## src/rtl/dmem_access.sv

```systemverilog
// dmem_access: MEM-stage load/store unit. It turns one decoded load/store into a
// single SRAM-like bus transaction with byte strobes and lane-placed write data,
// and stalls the pipeline until that transaction completes. Write-back receives
// the raw aligned read word plus the original virtual address, and does its own
// byte/half extraction and LWL/LWR merging. Misaligned half/word accesses raise
// an address error and never reach the bus.
module dmem_access (
  input  logic        clk,
  input  logic        resetn,
  input  logic        en,
  input  logic        ld,
  input  logic        st,
  input  logic [2:0]  ls_type,
  input  logic [31:0] vaddr,
  input  logic [31:0] st_data,
  input  logic        adv,
  input  logic        flush,
  output logic        req,
  output logic        wr,
  output logic [1:0]  size,
  output logic [31:0] addr,
  output logic [3:0]  wstrb,
  output logic [31:0] wdata,
  input  logic        addr_ok,
  input  logic        data_ok,
  input  logic [31:0] rdata,
  output logic [31:0] m_vaddr,
  output logic [31:0] m_rdata,
  output logic        exc_adel,
  output logic        exc_ades,
  output logic        stallreq
);

  typedef enum logic [2:0] {
    S_IDLE,
    S_ADDR,
    S_DATA,
    S_DONE,
    S_DRAIN
  } state_t;

  state_t      r_state;
  logic        r_req;
  logic        r_wr;
  logic [1:0]  r_size;
  logic [31:0] r_addr;
  logic [3:0]  r_wstrb;
  logic [31:0] r_wdata;
  logic [31:0] r_mVaddr;
  logic [31:0] r_mRdata;

  logic [1:0]  w_a;
  logic        w_misaligned;
  logic        w_accept;
  logic [3:0]  w_wstrb;
  logic [31:0] w_wdata;
  logic [1:0]  w_size;

  assign w_a = vaddr[1:0];

  // Halves need an even address; words (and the 5-7 aliases) need a word-aligned one
  always_comb begin
    w_misaligned = 1'b0;
    case (ls_type)
      3'd0, 3'd3, 3'd4: w_misaligned = 1'b0;
      3'd1:             w_misaligned = w_a[0];
      default:          w_misaligned = (w_a != 2'b00);
    endcase
  end

  // Byte strobes, lane-placed store data and transfer size for the current instruction
  always_comb begin
    w_wstrb = 4'b1111;
    w_wdata = st_data;
    w_size  = 2'd2;
    case (ls_type)
      3'd0: begin
        w_size  = 2'd0;
        w_wdata = {4{st_data[7:0]}};
        case (w_a)
          2'd0:    w_wstrb = 4'b0001;
          2'd1:    w_wstrb = 4'b0010;
          2'd2:    w_wstrb = 4'b0100;
          default: w_wstrb = 4'b1000;
        endcase
      end
      3'd1: begin
        w_size  = 2'd1;
        w_wdata = {2{st_data[15:0]}};
        w_wstrb = w_a[1] ? 4'b1100 : 4'b0011;
      end
      3'd3: begin
        case (w_a)
          2'd0: begin
            w_wstrb = 4'b0001;
            w_wdata = {24'b0, st_data[31:24]};
          end
          2'd1: begin
            w_wstrb = 4'b0011;
            w_wdata = {16'b0, st_data[31:16]};
          end
          2'd2: begin
            w_wstrb = 4'b0111;
            w_wdata = {8'b0, st_data[31:8]};
          end
          default: begin
            w_wstrb = 4'b1111;
            w_wdata = st_data;
          end
        endcase
      end
      3'd4: begin
        case (w_a)
          2'd0: begin
            w_wstrb = 4'b1111;
            w_wdata = st_data;
          end
          2'd1: begin
            w_wstrb = 4'b1110;
            w_wdata = {st_data[23:0], 8'b0};
          end
          2'd2: begin
            w_wstrb = 4'b1100;
            w_wdata = {st_data[15:0], 16'b0};
          end
          default: begin
            w_wstrb = 4'b1000;
            w_wdata = {st_data[7:0], 24'b0};
          end
        endcase
      end
      default: begin
        w_wstrb = 4'b1111;
        w_wdata = st_data;
        w_size  = 2'd2;
      end
    endcase
  end

  assign w_accept = (r_state == S_IDLE) & en & (ld | st) & ~w_misaligned & ~flush;

  assign exc_adel = en & ld & w_misaligned;
  assign exc_ades = en & st & w_misaligned;
  assign stallreq = w_accept | (r_state == S_ADDR) | (r_state == S_DATA) | (r_state == S_DRAIN);

  assign req     = r_req;
  assign wr      = r_wr;
  assign size    = r_size;
  assign addr    = r_addr;
  assign wstrb   = r_wstrb;
  assign wdata   = r_wdata;
  assign m_vaddr = r_mVaddr;
  assign m_rdata = r_mRdata;

  // Run one bus transaction per accepted instruction, honour flushes, and hold the result for write-back
  always_ff @(posedge clk or negedge resetn) begin
    if (!resetn) begin
      r_state  <= S_IDLE;
      r_req    <= 1'b0;
      r_wr     <= 1'b0;
      r_size   <= 2'd0;
      r_addr   <= 32'd0;
      r_wstrb  <= 4'd0;
      r_wdata  <= 32'd0;
      r_mVaddr <= 32'd0;
      r_mRdata <= 32'd0;
    end else begin
      case (r_state)
        S_IDLE: begin
          if (w_accept) begin
            r_addr   <= {vaddr[31:2], 2'b00};
            r_wr     <= st;
            r_size   <= w_size;
            r_wstrb  <= st ? w_wstrb : 4'b0000;
            r_wdata  <= w_wdata;
            r_mVaddr <= vaddr;
            r_req    <= 1'b1;
            r_state  <= S_ADDR;
          end
        end
        S_ADDR: begin
          if (addr_ok) begin
            r_req   <= 1'b0;
            r_state <= flush ? S_DRAIN : S_DATA;
          end else if (flush) begin
            r_req   <= 1'b0;
            r_state <= S_IDLE;
          end
        end
        S_DATA: begin
          if (data_ok) begin
            if (flush) begin
              r_state <= S_IDLE;
            end else begin
              if (!r_wr) begin
                r_mRdata <= rdata;
              end
              r_state <= S_DONE;
            end
          end else if (flush) begin
            r_state <= S_DRAIN;
          end
        end
        S_DONE: begin
          if (adv || flush) begin
            r_state <= S_IDLE;
          end
        end
        S_DRAIN: begin
          if (data_ok) begin
            r_state <= S_IDLE;
          end
        end
        default: begin
          r_state <= S_IDLE;
          r_req   <= 1'b0;
        end
      endcase
    end
  end

endmodule

```

## config.mk

```make
export PLATFORM = sky130hd
export DESIGN_NAME = dmem_access
export DESIGN_NICKNAME = d
export VERILOG_FILES = /design/src/rtl/dmem_access.sv
export SDC_FILE = /design/constraint.sdc
export NUM_CORES = 1
export LEC_CHECK = 0
export CAP_MARGIN = 25
export CORE_MARGIN = 2
export CORE_UTILIZATION = 43
export CTS_CLUSTER_DIAMETER = 200
export DETAILED_ROUTE_END_ITERATION = 16
export PLACE_DENSITY = 0.93
export SYNTH_ARGS = -nofsm -noshare
export SYNTH_HDL_FRONTEND = slang
export SYNTH_SLANG_ARGS = --single-unit
```

## constraint.sdc

```tcl
create_clock -name clk -period 2.6 [get_ports clk]
set_clock_uncertainty 0.1 [all_clocks]
set_input_delay 0.39 -clock clk [delete_from_list [all_inputs] [get_ports clk]]
set_output_delay 0.39 -clock clk [all_outputs]
set_load 0.01 [all_outputs]
```

# Word level (Yosys, flattened, before mapping)
# Cells that the tools add are included.
[totals]
ram_bits = 0
latch_bits = 0
romBits = 0
memories = 0
ff_bits = 137
[classes]
div_mod_pow = 0
addsub = 0
eq_ne = 14
n_shift = 0
n_bitwise = 16
n_mux = 25
mul = 0
n_lt_le_gt_ge = 0
reduce_logical = 11
[ops]
columns = ["cell", "count"]
rows = [
  ["$pmux W32 S3", 2],
  ["$pmux W32 S4", 1],
  ["$mux W3", 8],
  ["$pmux W4 S3", 2],
  ["$pmux W4 S4", 1],
  ["$pmux W3 S5", 1],
  ["$eq A3 B2 Y1 const B", 3],
  ["$pmux W3 S3", 1],
  ["$and A1 B1 Y1", 8],
  ["$mux W4", 2],
  ["$eq A3 B1 Y1 const B", 2],
  ["$eq A3 B3 Y1 const B", 2],
  ["$logic_not A3 Y1", 2],
  ["$ne A2 B2 Y1 const B", 3],
  ["$ne A3 B3 Y1 const B", 2],
  ["$reduce_or A3 Y1", 2],
  ["$reduce_and A5 Y1", 1],
  ["$not A1 Y1", 4],
  ["$or A1 B1 Y1", 4],
  ["$pmux W2 S2", 1],
  ["$reduce_and A4 Y1", 1],
  ["$mux W1", 3],
  ["$pmux W1 S3", 1],
  ["$reduce_and A3 Y1", 1],
  ["other kinds (8)", 8],
]

# Longest topological paths before layout
[depth]
ltp_word = 9
ltp_mapped = 8

# Worst setup path before layout
# Ideal clock, no wire load.
[synth_path]
kind = "register to register"
start = "register r_state[0]"
end = "register r_mVaddr[10] (netlist: m_vaddr[10])"
path_stages_with_launch = 8
n_path_buf = 3
path_slack_ns = 0.248
t_arrival_ns = 2.127
setup_ns = 0.125
t_required_ns = 2.375
cell_sequence = "dfrtp_1 -> buf_6 -> or3_4 -> or4b_4 -> buf_6 -> nor2_8 -> buf_12 -> mux2_4"
[synth_between]
elab_chain_len = 6
[synth_lines]
columns = ["item", "line_no", "source"]
rows = [
  ["start: declaration", "42", "state_t r_state;"],
  ["start signal: assignment", "184", "r_state <= flush ? S_DRAIN : S_DATA;"],
  ["$logic_not A3 Y1 *", "140, 168", ""],
  ["$and A1 B1 Y1 (4 in series)", "140", "assign w_accept = (r_state == S_IDLE) & en & (ld | st) & ~w_misaligned & ~flush;"],
  ["$reduce_and A2 Y1 (no source line) *", "--", ""],
  ["end signal: assignment", "176", "r_mVaddr <= vaddr;"],
  ["end: declaration", "49", "logic [31:0] r_mVaddr;"],
]
# Every way passes the cells marked *; elsewhere a longest branch is shown, timed or not.
# A chain may end at the register's enable or synchronous reset.

# Worst setup path in the final report
[layout_path]
start = "input flush"
end = "output stallreq"
[layout_between]
elab_chain_len = 5
[layout_lines]
columns = ["item", "line_no", "source"]
rows = [
  ["start: declaration", "17", "input logic flush,"],
  ["$not A1 Y1 (no source line)", "--", ""],
  ["$and A1 B1 Y1", "140", ""],
  ["$or A1 B1 Y1 (3 in series)", "144", "assign stallreq = w_accept | (r_state == S_ADDR) | (r_state == S_DATA) | (r_state == S_DRAIN);"],
  ["end: declaration", "31", "output logic stallreq"],
]
# No other way between the ends.

==> flow_summary.ini <==
[clocking]
cts_max_level = 3
clockBufferDepth = 2
numCtsBuffers = 9
tritoncts = done
clock-sinks = 107
cts_setup_buffers = 0
clock-root-buffer = clkbuf_16
cts.clk_slew.worst_paths_ps = 70
clock_latency_ps = 360

[setup_path]
cp_max_fo = 3
cp.required_ps = 2110
rr_worst_depth = 5
path_cells = clkdlybuf4s50_1 -> or3_4 -> nor4b_4 -> nand2_1 -> nand2_1 -> dlygate4sd2_1
crit_path_top_delay_cell = clkdlybuf4s50_1
start_kind = input port
crit_path_end_kind = output pin
max_stage_delay_ps = 450
criticalPathCategory = input port to output pin
r2r-start = r_state[2]$_DFFE_PN0P_
crit_path_end = stallreq
crit_start = flush
rrSetupSlack_ps = 260
worst_r2r_endpoint = m_vaddr[4]$_DFFE_PN0P_
arrival_ps = 1960
crit_top_cell = nand2_1

[detailed_routing]
wl_met2_microns = 10300
wl_per_cell_microns = 20.7
vias = 5382
wl_microns = 19400
highest_layer = met4
drtIter0Drc = 606
via_per_inst = 5.76
drc = 0
dr_wl_met3_microns = 1340
drt-met1-wl_microns = 7280
ant_nets = 0
firstDrtPassIters = 6

[cells_and_area]
register_area_sq_um = 2680
fillers = 985
instances_no_fill = 935
drive_gt1_share_pct = 19.8
diodes = 0
areaGrowthSynthToFinish_pct = 51.2
fin_nets = 862
multiInputGateArea_sq_um = 2640

[yosys]
avgSynthCellArea_sq_um = 11.2
synthTopCellsByArea = dfrtp_1, mux2_2, mux2_4
synth-edff-count = 0
yosys_warnings = 0
synth-async-reset-ratio_pct = 100
synth_cells = 517
synth-seq-area-share_pct = 46.3
synth_ff_type = dfrtp_1
ys_types = 52
synth-seq-cells = 107
yosys.area.top_type = dfrtp_1
syn-cell-area_sq_um = 5790
yosys-top-cells-count = dfrtp_1, o21ai_0, mux2_2
post-synth-top-count-cell = dfrtp_1
yosys.area.top_type_share_pct = 46.3

[sta]
relSlewSlack_pct = 43.1
rsz0062_at_grt = no
period_needed_ps = 2450
worst_slew_pin_slew_ps = 854
finalCritPeriodShare_pct = 94.2
hold_viol_final = 0
setup_viol = 0
max_freq_mhz = 408
drv_slew = 0

[placement]
port_buffers = 244
gp_congestion = 0.907
place_inst = 918
dpl.hpwl_microns = 14900

[global_route]
grt_pass1_wl_microns = 30300
grt_usage_pct = 27.1
grt_max_degree = 47
gr-total-overflow = 0
grt_pass1_vias = 5358
antenna_found_initial = 0

[floorplan]
die_w_microns = 120
dieArea_sq_um = 14400
initial_core_util_pct = 43.9
die-height_microns = 120
std_cell_rows = 42
pin_count = 247
core_sq_um = 13200

[pwr]
p_per_area_nw_per_um2 = 837
ir_drop_mv = 0.380
leakage_nw = 3.70
finalPower_mw = 7.33

[job]
maxCapViolCount = 0

[status]
status = complete, no violations

[worst_hold_path]
hold_path_class = flop to flop
==> layer usage <==
layer / global-route usage [%] / vias up
met1: 33.4 / 2666
met2: 48.7 / 305
met5: 0 / -
li1: - / 2372
met4: 8.53 / 0
met3: 3.90 / 39
==> how the worst min path moves through the flow <==
| stage | start | endpoint | slack [ps] | cells after the start |
|---|---|---|---|---|
| final | wdata[2]$_DFFE_PN0P_ | wdata[2]$_DFFE_PN0P_ | 410 | 2 |
| after global routing | m_rdata[2]$_DFFE_PN0P_ | m_rdata[2]$_DFFE_PN0P_ | 430 | 1 |
| after CTS | m_rdata[2]$_DFFE_PN0P_ | m_rdata[2]$_DFFE_PN0P_ | 410 | 1 |
| after detailed placement | resetn | r_state[2]$_DFFE_PN0P_ | 340 | 1 |
| after global placement | resetn | wdata[30]$_DFFE_PN0P_ | 330 | 1 |
| after floorplan | resetn | m_rdata[0]$_DFFE_PN0P_ | -6 | 0 |
==> placed cells by master (no fill, tap or decap), drive strengths merged, types with 16 or more instances in the layout <==
cell type      instances
a221oi                16
a31oi                 16
nand2                 35
clkdlybuf4s50        239
mux2i                 25
dfrtp                107
o21ai                 58
mux2                  66
buf                   54
a21oi                 22
==> cell families after synthesis <==
group / after synthesis / synth area share [%]
multiplexers: 94 / 20.0
AND/OR/NAND/NOR: 90 / 8.69
flip-flops: 107 / 46.3
AO/OA/AOI/OAI: 149 / 16.6
XOR/XNOR: 1 / 0.151
buffers and inverters: 75 / 8.26
other: 1 / 0.0648
==> what timing repair did <==
| action | in CTS | in global routing |
|---|---|---|
| hold buffers | 1 | 0 |
| endpoints found under the setup margin | 3 | 0 |
| endpoints found under the hold margin | 42 | 0 |
| gates resized for setup | 4 | 0 |
==> power by group <==
part,leakage [nW],switching (mW),internal [mW]
clock,0.154,0.649,0.792
sequential,1.34,0.418,2.24
combinational,2.21,1.25,1.98
==> layout make-up <==
| cell class | instances | area share (%) |
|---|---|---|
| well taps | 176 | 2.52 |
| multi-input cells | 336 | 30.2 |
| clock buffers | 11 | 2.77 |
| flip-flops and latches | 107 | 30.6 |
| inverters | 2 | 0.0858 |
| clock inverters | 5 | 0.801 |
| repair buffers | 298 | 33.1 |
==> metrics by stage <==
stage          worst slack [ps]  hold slack, ps  area [sq um]  util (%)  TNS (ps)
6_report                    152             409          8750      66.3         0
5_1_grt                    79.9             429          8750      66.3         0
4_1_cts                     138             414          8750      66.3         0
3_5_place_dp               -161             344          8430      63.9     -3810
3_3_place_gp               -127             330          8430      63.9     -2850
2_1_floorplan               248           -5.59          5790         -         0
==> critical path: cells and delay by family <==
kind / cells / cell delay, ps
buf+inv: 2 / 710
simple gates: 4 / 850
==> flip-flops by register name, indices dropped and copies added, names as in the netlist <==
signal / count
m_rdata: 32
m_vaddr: 32
r_state: 3
req: 1
size: 2
wdata: 32
wr: 1
wstrb: 4
No activity file was read; power rests on OpenSTA's default activity.
==> RTL change, RTL diff (same settings) <==
Reset style: synchronous (`resetn`), changed in one clocked block.
--- a/src/rtl/dmem_access.sv
+++ b/src/rtl/dmem_access.sv
@@ -155,3 +155,3 @@
   // Run one bus transaction per accepted instruction, honour flushes, and hold the result for write-back
-  always_ff @(posedge clk or negedge resetn) begin
+  always_ff @(posedge clk) begin
     if (!resetn) begin
Function: differs if resetn is asserted again (counterexample within 4 cycles, from zero or initial values and one cycle with resetn low); with resetn held inactive, the same outputs for 4 cycles.
==> RTL change against the original RTL <==
Routed wire length decreased by 8.2%; final area decreased by 4.2%; setup slack got worse by 2.1 ps; first-iteration DRC count decreased by 7.8%; non-clock buffer count decreased by 8; cell count increased by 13%; area after synthesis decreased by 3.7%; sequential cell count unchanged; global-route usage decreased by 2.0 points.
Power is not compared: it rests on default switching activity, and its combinational part moved more than twofold at a synthesized area within 25%.
==> RTL change: results (changes against the original RTL) <==
[drt]
drt_iter0_drc=559  ; was 606
avgViaCountPerCell=5.50  ; was 5.76
wirelength_mm=17.8  ; was 19.4 mm
drt_pre_antenna_iters=5  ; was 6

[clock_network]
clockBufferDepth=2  ; unchanged
cts_buffers=9  ; unchanged
cts_root_buf=clkbuf_16  ; unchanged
clk_latency_ps=340  ; was 360 ps

[critical_path]
crit_type=input port to output pin  ; unchanged
worstPathMaxFanout=3  ; unchanged
arrival_ps=1960  ; about the same
max_stage_delay_ps=430  ; was 450 ps

[synthesis]
synthFlopType=dfxtp_1  ; was dfrtp_1
yosysWarningCount=0  ; unchanged
synthArstFlopShare_pct=0  ; was 100%
synth_common_cells=161 x nand2_1, 107 x dfxtp_1, 50 x a21boi_0, 47 x buf_4, 34 x o21ai_0  ; was 107 x dfrtp_1, 58 x o21ai_0, 41 x mux2_2, 35 x nand2_1, 32 x buf_4
seq_area_frac_synth_pct=38.4  ; was 46.3%
synth_area_leaders=dfxtp_1 38%, nand2_1 11%, a21boi_0 6.7%  ; was dfrtp_1 46%, mux2_2 8.0%, mux2_4 6.5%
yosysUniqueCellTypes=56  ; was 52

[place]
gp_congestion=0.936  ; was 0.907
portBuffers=244  ; unchanged
placed_cell_area_um2=8070  ; was 8430 um^2
dp_hpwl_mm=13.4  ; was 14.9 mm

[global_routing]
grt_pass1_vias=5505  ; was 5358
grtUsageTotal_pct=25.1  ; was 27.1%
antenna_found_initial=0  ; unchanged
grt_pass1_wl_mm=28.6  ; was 30.3 mm
grt_max_degree=54  ; was 47

[cells_and_area]
antennaDiodeCount=0  ; unchanged
drive_above_1_share_pct=9.79  ; was 19.8%
fillCellCount=972  ; was 985
nNetsFinal=992  ; was 862

[outcome]
status=finished clean  ; unchanged

[power]
vdd_drop_max_mv=0.283
powerDensity_nw_per_um2=463

[hold_path]
worstHoldPathType=flop to flop  ; unchanged

[timing]
tightestPinTransition_ps=864  ; was 854 ps

-- RTL change: changes by cell type after synthesis, moves of 24 or more --
| cell | delta |
|---|---|
| dfxtp_1 | +107 |
| o21ai_0 | -24 |
| mux2_4 | -25 |
| dfrtp_1 | -107 |
| a21boi_0 | +49 |
| mux2_2 | -33 |
| nand2_1 | +126 |
-- RTL change: critical path, delay by kind of cell --
kind | cells | cell delay [ps]
AO/OA/AOI/OAI | 2 | 460
buffers and inverters | 2 | 660
AND/OR/NAND/NOR | 3 | 460
-- RTL change: kinds of logic after synthesis --
| family | after synthesis | synth area share, % |
|---|---|---|
| AND/OR/NAND/NOR | 241 | 18.9 |
| flip-flops | 107 | 38.4 |
| other | 1 | 0.0673 |
| multiplexers | 23 | 5.88 |
| buffers and inverters | 96 | 10.5 |
| AO/OA/AOI/OAI | 205 | 26.2 |
-- RTL change: area by class of cell --
type	count	area share (%)
tap	172	2.57
inverter	5	0.224
sequential	107	25.6
clock buffer	11	3.02
multi-input combinational	471	34.2
clock inverter	5	0.508
timing repair buffer	290	33.9
-- RTL change: final timing paths --
kind / from / endpoint / slack [ps] / cells after the start
worst max-delay path: ls_type[2] / stallreq / 150 / 7
worst min-delay path: m_vaddr[0] / m_vaddr[0] / 350 / 2
worst max register to register: r_state[1] / m_vaddr[15] / 570 / 6
worst min register to register: m_vaddr[0] / m_vaddr[0] / 350 / 2
-- RTL change: per-stage QoR --
| stage | instances | setup WS [ps] |
|---|---|---|
| 2_1_floorplan | 674 | 714 |
| 3_3_place_gp | 1044 | -159 |
| 3_5_place_dp | 1044 | -222 |
| 4_1_cts | 1060 | 3.27 |
| 5_1_grt | 1061 | 28.1 |
| 6_report | 1061 | 150 |
-- RTL change: metal layers --
metal	part of all wire (%)	wire, um	track usage, %
met1	37	6650	28.8
met4	3.6	637	10.8
met2	49	8790	43.6
met3	9.6	1710	7.07
met5	0	0	0
-- RTL change: what timing repair did --
item | 4_1_cts | 5_1_grt
pin swaps | 2 | 3
buffers inserted | 0 | 1
gates resized for setup | 4 | 2
endpoints found under the setup margin | 3 | 1
-- RTL change: report_power, final --
part	leakage (nW)	internal (mW)	switching [mW]
combinational	1.98	0.446	0.356
clock	0.143	0.716	0.627
sequential	0.867	1.69	0.0406
